$ cat src/rtl/cdb_arbiter_if.sv
// Purpose: bundles FU writeback requests and CDB broadcast signals for the CDB arbiter.
// Latency: none, wires only.
// Backpressure: FUs hold req/payload until fu_grant; the CDB has no back-pressure.
interface cdb_arbiter_if #(
  parameter int NUM_FU    = 4,
  parameter int CDB_PORTS = 2,
  parameter int PR_W      = 6,
  parameter int ROB_W     = 3
);
  logic [NUM_FU-1:0]          fu_req;
  logic [NUM_FU*ROB_W-1:0]    fu_rob_id;
  logic [NUM_FU*PR_W-1:0]     fu_pd;
  logic [NUM_FU*32-1:0]       fu_value;
  logic [NUM_FU-1:0]          fu_grant;
  logic [CDB_PORTS-1:0]       cdb_valid;
  logic [CDB_PORTS*ROB_W-1:0] cdb_rob_id;
  logic [CDB_PORTS*PR_W-1:0]  cdb_pd;
  logic [CDB_PORTS*32-1:0]    cdb_value;

  // Requester side: functional units plus the bus consumers.
  modport master (
    output fu_req, fu_rob_id, fu_pd, fu_value,
    input  fu_grant, cdb_valid, cdb_rob_id, cdb_pd, cdb_value
  );

  // Arbiter side.
  modport slave (
    input  fu_req, fu_rob_id, fu_pd, fu_value,
    output fu_grant, cdb_valid, cdb_rob_id, cdb_pd, cdb_value
  );
endinterface

$ cat src/rtl/cdb_arbiter.sv
// Purpose: round-robin share of CDB_PORTS broadcast ports among NUM_FU writeback requesters.
// Latency: grant is combinational; the granted result is broadcast one cycle later for one cycle.
// Backpressure: a losing FU holds its request until granted; flush withholds all grants.
// Optional feature macro: CDB_PERF_CNT_EN adds saturating conflict and broadcast counters.
module cdb_arbiter #(
  parameter int NUM_FU     = 4,
  parameter int CDB_PORTS  = 2,
  parameter int PR_ENTRIES = 64,
  parameter int ROB_DEPTH  = 8
) (
  input  logic              clk,
  input  logic              rst,
  input  logic              flush,
  cdb_arbiter_if.slave      bus
`ifdef CDB_PERF_CNT_EN
  ,
  output logic [31:0]       perf_conflict_cnt,
  output logic [31:0]       perf_bcast_cnt
`endif
);
  localparam int PR_W  = $clog2(PR_ENTRIES);
  localparam int ROB_W = $clog2(ROB_DEPTH);
  localparam int PTR_W = (NUM_FU > 1) ? $clog2(NUM_FU) : 1;

  logic [PTR_W-1:0]     rr_ptr;
  logic [PTR_W-1:0]     rr_ptr_nxt;
  logic [NUM_FU-1:0]    grant;
  logic [CDB_PORTS-1:0] sel_vld;
  logic [PTR_W-1:0]     sel_idx [CDB_PORTS];
  int                   n_grant;
  int                   last_idx;
  int                   cand;
  logic                 hit;

  // Scan FUs from rr_ptr with wrap; the k-th requester found takes CDB port k.
  always_comb begin
    grant      = '0;
    sel_vld    = '0;
    n_grant    = 0;
    last_idx   = 0;
    cand       = 0;
    hit        = 1'b0;
    rr_ptr_nxt = rr_ptr;
    for (int p = 0; p < CDB_PORTS; p++) begin
      sel_idx[p] = '0;
    end
    if (!rst && !flush) begin
      for (int k = 0; k < NUM_FU; k++) begin
        cand = int'(rr_ptr) + k;
        if (cand >= NUM_FU) begin
          cand = cand - NUM_FU;
        end
        hit = 1'b0;
        for (int i = 0; i < NUM_FU; i++) begin
          if (i == cand) begin
            hit = bus.fu_req[i];
          end
        end
        if (hit && (n_grant < CDB_PORTS)) begin
          for (int p = 0; p < CDB_PORTS; p++) begin
            if (p == n_grant) begin
              sel_vld[p] = 1'b1;
              sel_idx[p] = PTR_W'(cand);
            end
          end
          for (int i = 0; i < NUM_FU; i++) begin
            if (i == cand) begin
              grant[i] = 1'b1;
            end
          end
          last_idx = cand;
          n_grant  = n_grant + 1;
        end
      end
      // The next scan starts just past the last winner so nobody starves.
      if (n_grant > 0) begin
        rr_ptr_nxt = (last_idx == NUM_FU - 1) ? '0 : PTR_W'(last_idx + 1);
      end
    end
  end

  assign bus.fu_grant = grant;

  // Broadcast stage: capture winners' payloads; idle ports keep stale data with valid low.
  always_ff @(posedge clk) begin
    if (rst) begin
      rr_ptr         <= '0;
      bus.cdb_valid  <= '0;
      bus.cdb_rob_id <= '0;
      bus.cdb_pd     <= '0;
      bus.cdb_value  <= '0;
    end else begin
      rr_ptr        <= rr_ptr_nxt;
      bus.cdb_valid <= sel_vld;
      for (int p = 0; p < CDB_PORTS; p++) begin
        if (sel_vld[p]) begin
          for (int i = 0; i < NUM_FU; i++) begin
            if (sel_idx[p] == PTR_W'(i)) begin
              bus.cdb_rob_id[p*ROB_W +: ROB_W] <= bus.fu_rob_id[i*ROB_W +: ROB_W];
              bus.cdb_pd[p*PR_W +: PR_W]       <= bus.fu_pd[i*PR_W +: PR_W];
              bus.cdb_value[p*32 +: 32]        <= bus.fu_value[i*32 +: 32];
            end
          end
        end
      end
    end
  end

`ifdef CDB_PERF_CNT_EN
  logic [32:0] conflict_sum;
  logic [32:0] bcast_sum;

  assign conflict_sum = {1'b0, perf_conflict_cnt} + 33'd1;
  assign bcast_sum    = {1'b0, perf_bcast_cnt} + 33'($countones(sel_vld));

  // Saturating counters: oversubscribed cycles and broadcasts committed to the bus.
  always_ff @(posedge clk) begin
    if (rst) begin
      perf_conflict_cnt <= '0;
      perf_bcast_cnt    <= '0;
    end else begin
      if (!flush && ($countones(bus.fu_req) > CDB_PORTS)) begin
        perf_conflict_cnt <= conflict_sum[32] ? '1 : conflict_sum[31:0];
      end
      perf_bcast_cnt <= bcast_sum[32] ? '1 : bcast_sum[31:0];
    end
  end
`endif
endmodule
$ cat src/flat_wrapper.sv
// flat-port wrapper written by rule: the top's interface ports become plain ports
module cdb_arbiter_flat 
#(
  parameter int NUM_FU     = 4,
  parameter int CDB_PORTS  = 2,
  parameter int PR_ENTRIES = 64,
  parameter int ROB_DEPTH  = 8
)
  (clk, rst, flush, bus_fu_req, bus_fu_rob_id, bus_fu_pd, bus_fu_value, bus_fu_grant, bus_cdb_valid, bus_cdb_rob_id, bus_cdb_pd, bus_cdb_value);
  cdb_arbiter_if #(.NUM_FU(NUM_FU), .CDB_PORTS(CDB_PORTS)) bus_i ();
  input  logic clk;
  input  logic rst;
  input  logic flush;
  input wire logic [$bits(bus_i.fu_req)-1:0] bus_fu_req;
  input wire logic [$bits(bus_i.fu_rob_id)-1:0] bus_fu_rob_id;
  input wire logic [$bits(bus_i.fu_pd)-1:0] bus_fu_pd;
  input wire logic [$bits(bus_i.fu_value)-1:0] bus_fu_value;
  output wire logic [$bits(bus_i.fu_grant)-1:0] bus_fu_grant;
  output wire logic [$bits(bus_i.cdb_valid)-1:0] bus_cdb_valid;
  output wire logic [$bits(bus_i.cdb_rob_id)-1:0] bus_cdb_rob_id;
  output wire logic [$bits(bus_i.cdb_pd)-1:0] bus_cdb_pd;
  output wire logic [$bits(bus_i.cdb_value)-1:0] bus_cdb_value;
  assign bus_i.fu_req = bus_fu_req;
  assign bus_i.fu_rob_id = bus_fu_rob_id;
  assign bus_i.fu_pd = bus_fu_pd;
  assign bus_i.fu_value = bus_fu_value;
  assign bus_fu_grant = bus_i.fu_grant;
  assign bus_cdb_valid = bus_i.cdb_valid;
  assign bus_cdb_rob_id = bus_i.cdb_rob_id;
  assign bus_cdb_pd = bus_i.cdb_pd;
  assign bus_cdb_value = bus_i.cdb_value;
  cdb_arbiter #(.NUM_FU(NUM_FU), .CDB_PORTS(CDB_PORTS), .PR_ENTRIES(PR_ENTRIES), .ROB_DEPTH(ROB_DEPTH)) u_core (.clk(clk), .rst(rst), .flush(flush), .bus(bus_i));
endmodule
$ cat config.mk
export PLATFORM = sky130hd
export DESIGN_NAME = cdb_arbiter_flat
export DESIGN_NICKNAME = d
export VERILOG_FILES = /design/src/rtl/cdb_arbiter_if.sv /design/src/rtl/cdb_arbiter.sv /design/src/flat_wrapper.sv
export SDC_FILE = /design/constraint.sdc
export NUM_CORES = 1
export LEC_CHECK = 0
export ABC_AREA = 1
export CAP_MARGIN = 20
export CORE_AREA = 2 2 141 129
export CTS_CLUSTER_SIZE = 25
export DETAILED_ROUTE_END_ITERATION = 10
export DIE_AREA = 0 0 143 131
export GPL_TIMING_DRIVEN = 0
export HOLD_SLACK_MARGIN = 0.03
export PLACE_DENSITY = 0.78
export SYNTH_ARGS = -nofsm -noshare
export SYNTH_HDL_FRONTEND = slang
export SYNTH_SLANG_ARGS = --single-unit
$ cat constraint.sdc
create_clock -name clk -period 4.55 [get_ports clk]
set_input_delay 0.91 -clock clk [delete_from_list [all_inputs] [get_ports clk]]
set_output_delay 0.91 -clock clk [all_outputs]
set_load 0.005 [all_outputs]
Yosys cells after proc, flatten, opt, wreduce, memory -nomap -nowiden
Cells that the tools add are included.
W data, S select, Z words.
Storage, ports and cells
  register bits after elaboration: 86
  bits in latches: 0
  memory bits (writable): 0
  bits in read-only memories: 0
  input bits: 171
  output and inout port bits: 88
  logic and storage cells: 178
  memories: 0
Cells by class
  $add $sub $neg: 11
  $mul: 0
  div/mod/pow operators: 0
  order comparisons: 8
  eq/ne operators: 22
  shift operators: 0
  muxes and demuxes: 109
  bitwise logic cells: 0
  reductions and logical operators: 20
Operator list (number)
  $mux W32: 28
  $eq A3 B32 Y1 const A: 8
  $eq A2 B32 Y1 const A: 7
  $logic_not A32 Y1: 7
  $add A32 B2 Y32 const B: 3
  $ge A32 B4 Y1 const B: 3
  $lt A32 B3 Y1 const B: 3
  $sub A32 B4 Y32 const B: 3
  $mux W6: 8
  $mux W1: 44
  $mux W4: 9
  $eq A32 B3 Y1 const B: 1
  $gt A32 B1 Y1 const B: 1
  $mux W2: 12
  $mux W3: 8
  $eq A2 B2 Y1 const B: 4
  $reduce_bool A4 Y1: 2
  $add A2 B2 Y3 const B: 2
  $reduce_and A2 Y1: 3
  $eq A2 B1 Y1 const B: 2
  $logic_and A1 B1 Y1: 4
  $logic_not A2 Y1: 2
  $sub A2 B3 Y4 const B: 1
  $add A2 B1 Y3 const B: 1
  other kinds (3): 4

Logic depth before layout (Yosys ltp)
Gate-level depths: netlist of the first run.
  depth after elaboration: 28
  depth in mapped cells: 28

Worst setup path before layout of the first run
No wires, ideal clock.
  kind: flip-flop to flip-flop
  start point: register u_core.rr_ptr[0]
  end point: register u_core.bus.cdb_rob_id[1]
  library setup time: 0.132 ns
  arrival: 3.977 ns
  data required time: 4.418 ns
  path slack: 0.441 ns
  cell stages (with the launch flop): 25
  buffers on the path: 2
  clock period less this slack: 4.109 ns
  cells stage by stage: dfxtp_1 -> inv_1 -> ha_1 -> buf_2 -> a21oi_1 -> nand2_1 -> nand2_1 -> nand2_1 -> ha_1 -> a21oi_2 -> nand2_4 -> inv_2 -> fa_1 -> inv_1 -> ha_1 -> nand3_1 -> inv_1 -> nand2_1 -> a21oi_2 -> clkbuf_1 -> nand3_1 -> nand3_1 -> nand2_1 -> nand2_1 -> a21oi_1
On the way
  word-level cells in the longest chain between the ends: 27
  elaborated cells between the ends (all ways): 97
  classes of those cells: 9 x add/sub; 7 x order compare; 15 x eq/ne; 53 x mux; 13 x reduce/logical
Ends and longest elaborated chain
  start, declared: RTL line cdb_arbiter.sv:25  | logic [PTR_W-1:0] rr_ptr;
  start signal, assigned: RTL line cdb_arbiter.sv:93  | rr_ptr <= rr_ptr_nxt;
  $sub A2 B3 Y4 or $ge A2 B3 Y1 (tied branches): RTL line cdb_arbiter.sv:51, cdb_arbiter.sv:50
  $mux W32: RTL line cdb_arbiter.sv:50  | if (cand >= NUM_FU) begin
  $mux W32: RTL line cdb_arbiter.sv:47  | if (!rst && !flush) begin
  $logic_not A32 Y1: RTL line cdb_arbiter.sv:55  | if (i == cand) begin
  $mux W1 (4 in a row): RTL line cdb_arbiter.sv:55
  $mux W1: RTL line cdb_arbiter.sv:47
  $mux W1: RTL line cdb_arbiter.sv:59  | if (hit && (n_grant < CDB_PORTS)) begin
  $mux W32: RTL line cdb_arbiter.sv:47
  (+6 left out)
  $mux W32: RTL line cdb_arbiter.sv:59
  $mux W32: RTL line cdb_arbiter.sv:47
  $lt A32 B3 Y1 or $logic_not A32 Y1 (tied branches): RTL line cdb_arbiter.sv:59, cdb_arbiter.sv:61
  $logic_and A1 B1 Y1 or $mux W2 (tied branches): RTL line cdb_arbiter.sv:59, cdb_arbiter.sv:61
  $mux W4: RTL line cdb_arbiter.sv:59
  $mux W4: RTL line cdb_arbiter.sv:47
  $eq A2 B1 Y1: RTL line cdb_arbiter.sv:98  | if (sel_idx[p] == PTR_W'(i)) begin
  $mux W3 (3 in a row): RTL line cdb_arbiter.sv:98
  end signal, assigned by index: RTL line cdb_arbiter.sv:99  | bus.cdb_rob_id[p*ROB_W +: ROB_W] <= bus.fu_rob_id[i*ROB_W +: ROB_W];
  end, declared: RTL line cdb_arbiter_if.sv:29  | output fu_grant, cdb_valid, cdb_rob_id, cdb_pd, cdb_value
Several ways; a longest one is shown, not always the timed one. The select of a mux whose other input is x is not followed.
A chain may end at the register's enable or synchronous reset.

Worst setup path after layout of the first run
  start point: input bus_fu_req[3]
  end point: output bus_fu_grant[3]
On the way
  word-level cells in the longest chain between the ends: 16
  elaborated cells between the ends (all ways): 30
  classes of those cells: 2 x add/sub; 3 x order compare; 22 x mux; 3 x reduce/logical
Ends and longest elaborated chain
  start, declared: RTL line flat_wrapper.sv:14  | input wire logic [$bits(bus_i.fu_req)-1:0] bus_fu_req;
  $mux W1: RTL line cdb_arbiter.sv:55
  $mux W1: RTL line cdb_arbiter.sv:47
  $mux W1: RTL line cdb_arbiter.sv:59
  $mux W32: RTL line cdb_arbiter.sv:47
  $lt A32 B3 Y1: RTL line cdb_arbiter.sv:59
  $logic_and A1 B1 Y1: RTL line cdb_arbiter.sv:59
  $mux W32: RTL line cdb_arbiter.sv:59
  $mux W32: RTL line cdb_arbiter.sv:47
  $lt A32 B3 Y1: RTL line cdb_arbiter.sv:59
  $logic_and A1 B1 Y1: RTL line cdb_arbiter.sv:59
  $mux W32: RTL line cdb_arbiter.sv:59
  $mux W32: RTL line cdb_arbiter.sv:47
  $lt A32 B3 Y1: RTL line cdb_arbiter.sv:59
  $logic_and A1 B1 Y1: RTL line cdb_arbiter.sv:59
  $mux W4 *: RTL line cdb_arbiter.sv:59
  $mux W4 *: RTL line cdb_arbiter.sv:47
  end, declared: RTL line flat_wrapper.sv:18  | output wire logic [$bits(bus_i.fu_grant)-1:0] bus_fu_grant;
Every way passes the cells marked *; elsewhere a longest branch is shown, timed or not. The select of a mux whose other input is x is not followed.

==> reports/metrics.csv, run 1 <==
metric;value;unit
status;finished, final reports clean;
number of CTS-inserted buffers;9;
reg2reg path depth;27;
via count;9994;
Final WS setup;0.1026;ns
Port Buffer Count;258;
Rows;46;
share of post-route cells with drive strength above 1;9.467;%
Post-synth EDFFs;0;
leakage power;5.513;nW
Setup crit start kind;input pin;
total track usage;32.87;%
share of the synthesized area in the top cell type;22.51;%
Die X-Extent;143;µm
Vias/cell;5.235;
Gate Count Post-Synth;1370;
clock tree buffer depth;2;
Yosys Warn Count;0;
Reg clk slew, reported paths;0.06;ns
Worst-Skew Late Latency;0.36;ns
Final Cycle Share;97.74;%
diode count;0;
die area;18730;µm²
path type of the worst setup path;input pin to output port;
Area contributors post-synth;dfxtp_1, nand2_1, nand3_1;
clock root cell;clkbuf_16;
final hold violations;0;
chip height;131;µm
synth cell count leaders;nand2_1, nand3_1, inv_1;
number of setup violations in the final report;0;
Final nets;1853;
synthesized area;7649;µm²
placed insts;1868;
number of global-route vias before repair;9153;
CTS tree;built;
Yosys reg bits;86;
final WL;31.76;mm
Initial DRC Count;948;
most frequent cell after synthesis;nand2_1;
Worst setup EP type;output port;
Synthesized Nets;1558;
max_cap viols;0;
Ports;259;
gpl congestion;0.9146;
Layout area overhead;46.72;%
fin cells;1909;
Congestion Overflow GR;0;
Mean Syn Cell Area;5.583;µm²
Clock Skew;0.005649;ns
drc violations;0;
hold crit path type;register to register;
worst slew pin tran;0.7132;ns
largest net degree at the start of global routing;15;
fmax;224.9;MHz
initial antenna violation count;0;
fin crit period;4.447;ns
Crit path arrival time;3.54;ns
worst hold stages;2;
pwr dens;724.1;nW/µm²
Seq/Total Area, Yosys;22.51;%
Fill cells;1625;
post-route ant nets;0;
Worst VDD drop;0.4317;mV
Clock Sink Count;86;
Primary FF master, synth;dfxtp_1;
first-pass GRT wire length;48.20;mm
Cell variety after synth;34;
DR pass1 iterations;5;
htree depth;3;
Initial Util;44.15;%
Wirelength per Cell;16.64;µm
final setup TNS;0;ns
Slew Viols, Final;0;
CP required;3.64;ns
Yosys top cell by area;dfxtp_1;
Post-synth ARST share;0;%
Core ar.;17320;µm²
final core utilization;64.78;%
crit-path max FO;8;
worst relative slew slack;52.45;%
Post-DP HPWL;23.65;mm
reg-to-reg slack, setup;0.19;ns
dpl ws;-1.008;ns
total power;0.008125;W
area by class of cell:
class | count | area (µm²) | share of cell area (%)
inverter | 235 | 894.6 | 7.972
multi-input combinational | 957 | 4691 | 41.80
timing repair buffer | 284 | 2774 | 24.72
sequential | 86 | 1729 | 15.41
clock buffer | 10 | 229.0 | 2.040
buffer | 92 | 520.5 | 4.638
clock inverter | 5 | 83.83 | 0.7470
tap | 240 | 300.3 | 2.676
critical path, stage by stage:
cell             delay (ns)
clkdlybuf4s50_1        0.49
inv_2                  0.07
nand2_1                0.14
nand2_4                0.10
inv_4                  0.08
ha_4                   0.15
a21oi_4                0.06
nand2_4                0.10
inv_4                  0.06
fa_2                   0.37
a21oi_4                0.15
nand2_2                0.09
o21ai_2                0.12
nand2_1                0.06
inv_1                  0.07
clkdlybuf4s50_1        0.50
kinds of logic after synthesis:
logic type | count (synthesis) | synth area share [%]
AOI/OAI and AO/OA | 233 | 17.11
adders and majority gates | 17 | 2.879
buffers and inverters | 327 | 17.62
DFF | 86 | 22.51
and+or+nand+nor | 707 | 39.88
path summary, 6_finish.rpt:
check | start | to
min | u_core.bus.cdb_value[42]$_SDFFE_PP0P_ | u_core.bus.cdb_value[42]$_SDFFE_PP0P_
max reg2reg | u_core.rr_ptr[1]$_SDFFE_PP0P_ | u_core.bus.cdb_pd[0]$_SDFFE_PP0P_
max | bus_fu_req[3] | bus_fu_grant[3]
min reg2reg | u_core.bus.cdb_value[42]$_SDFFE_PP0P_ | u_core.bus.cdb_value[42]$_SDFFE_PP0P_
flip-flops by register name, summed over array words and instances (netlist names):
register and cells:
u_core.bus.cdb_pd 12, u_core.bus.cdb_valid 2, u_core.bus.cdb_rob_id 6, u_core.bus.cdb_value 64, u_core.rr_ptr 2
power by group:
group / total [W] / switching [W] / internal, W
registers: 0.00104 / 0.000107 / 0.000931
clock network: 0.000824 / 0.000342 / 0.000481
logic: 0.00626 / 0.00405 / 0.00221
per-stage QoR:
step	hold slack [ns]	cell area, µm²
floorplan	0.4607	7649
global placement	0.4521	10530
detailed placement	0.4543	10530
CTS	0.4644	10950
global route	0.4811	11220
finish	0.4630	11220
placed cells by master, fill, tap and decap left out, types with 3 or more instances in the layout:
| cell type | count |
|---|---|
| nor2_4 | 3 |
| buf_4 | 37 |
| nand3_1 | 222 |
| inv_2 | 11 |
| nor2_1 | 5 |
| buf_6 | 9 |
| o211ai_1 | 4 |
| clkdlybuf4s50_1 | 252 |
| clkinvlp_4 | 4 |
| nand2_1 | 449 |
| buf_2 | 34 |
| a21oi_4 | 3 |
| clkbuf_4 | 5 |
| o21bai_1 | 41 |
| nand4_1 | 4 |
| ha_1 | 13 |
| buf_1 | 3 |
| nand2_4 | 7 |
| clkbuf_2 | 5 |
| clkbuf_1 | 27 |
| o21ai_0 | 68 |
| inv_1 | 219 |
| o21ai_1 | 16 |
| nand3_2 | 3 |
| a21oi_1 | 90 |
| clkbuf_16 | 9 |
| o22ai_1 | 3 |
| nand2_2 | 8 |
| dlygate4sd2_1 | 3 |
| dfxtp_1 | 84 |
what timing repair did:
| item | 4_1_cts | 5_1_grt |
|---|---|---|
| endpoints found under the setup margin | 87 | 71 |
| gates resized for setup | 24 | 43 |
| pin swaps | 3 | 5 |
| hold buffers | 0 | 0 |
| setup buffers | 7 | 19 |
per-layer routing:
layer,wire length [µm],vias to the layer above,share of wire [%],track usage [%]
met5,0,-,0,0
met4,1170,0,3.7,13.69
met3,3202,79,10,4.774
met2,14460,605,46,54.35
met1,12930,4411,41,43.14
li1,-,4899,-,-
(Power assumes the default switching activity.)
==> run 2: changes to the inputs <==
Settings changed: SLEW_MARGIN set to 20.
==> results of run 2 <==
Same layout as run 1: the final DEF is identical, and so are final timing and power.
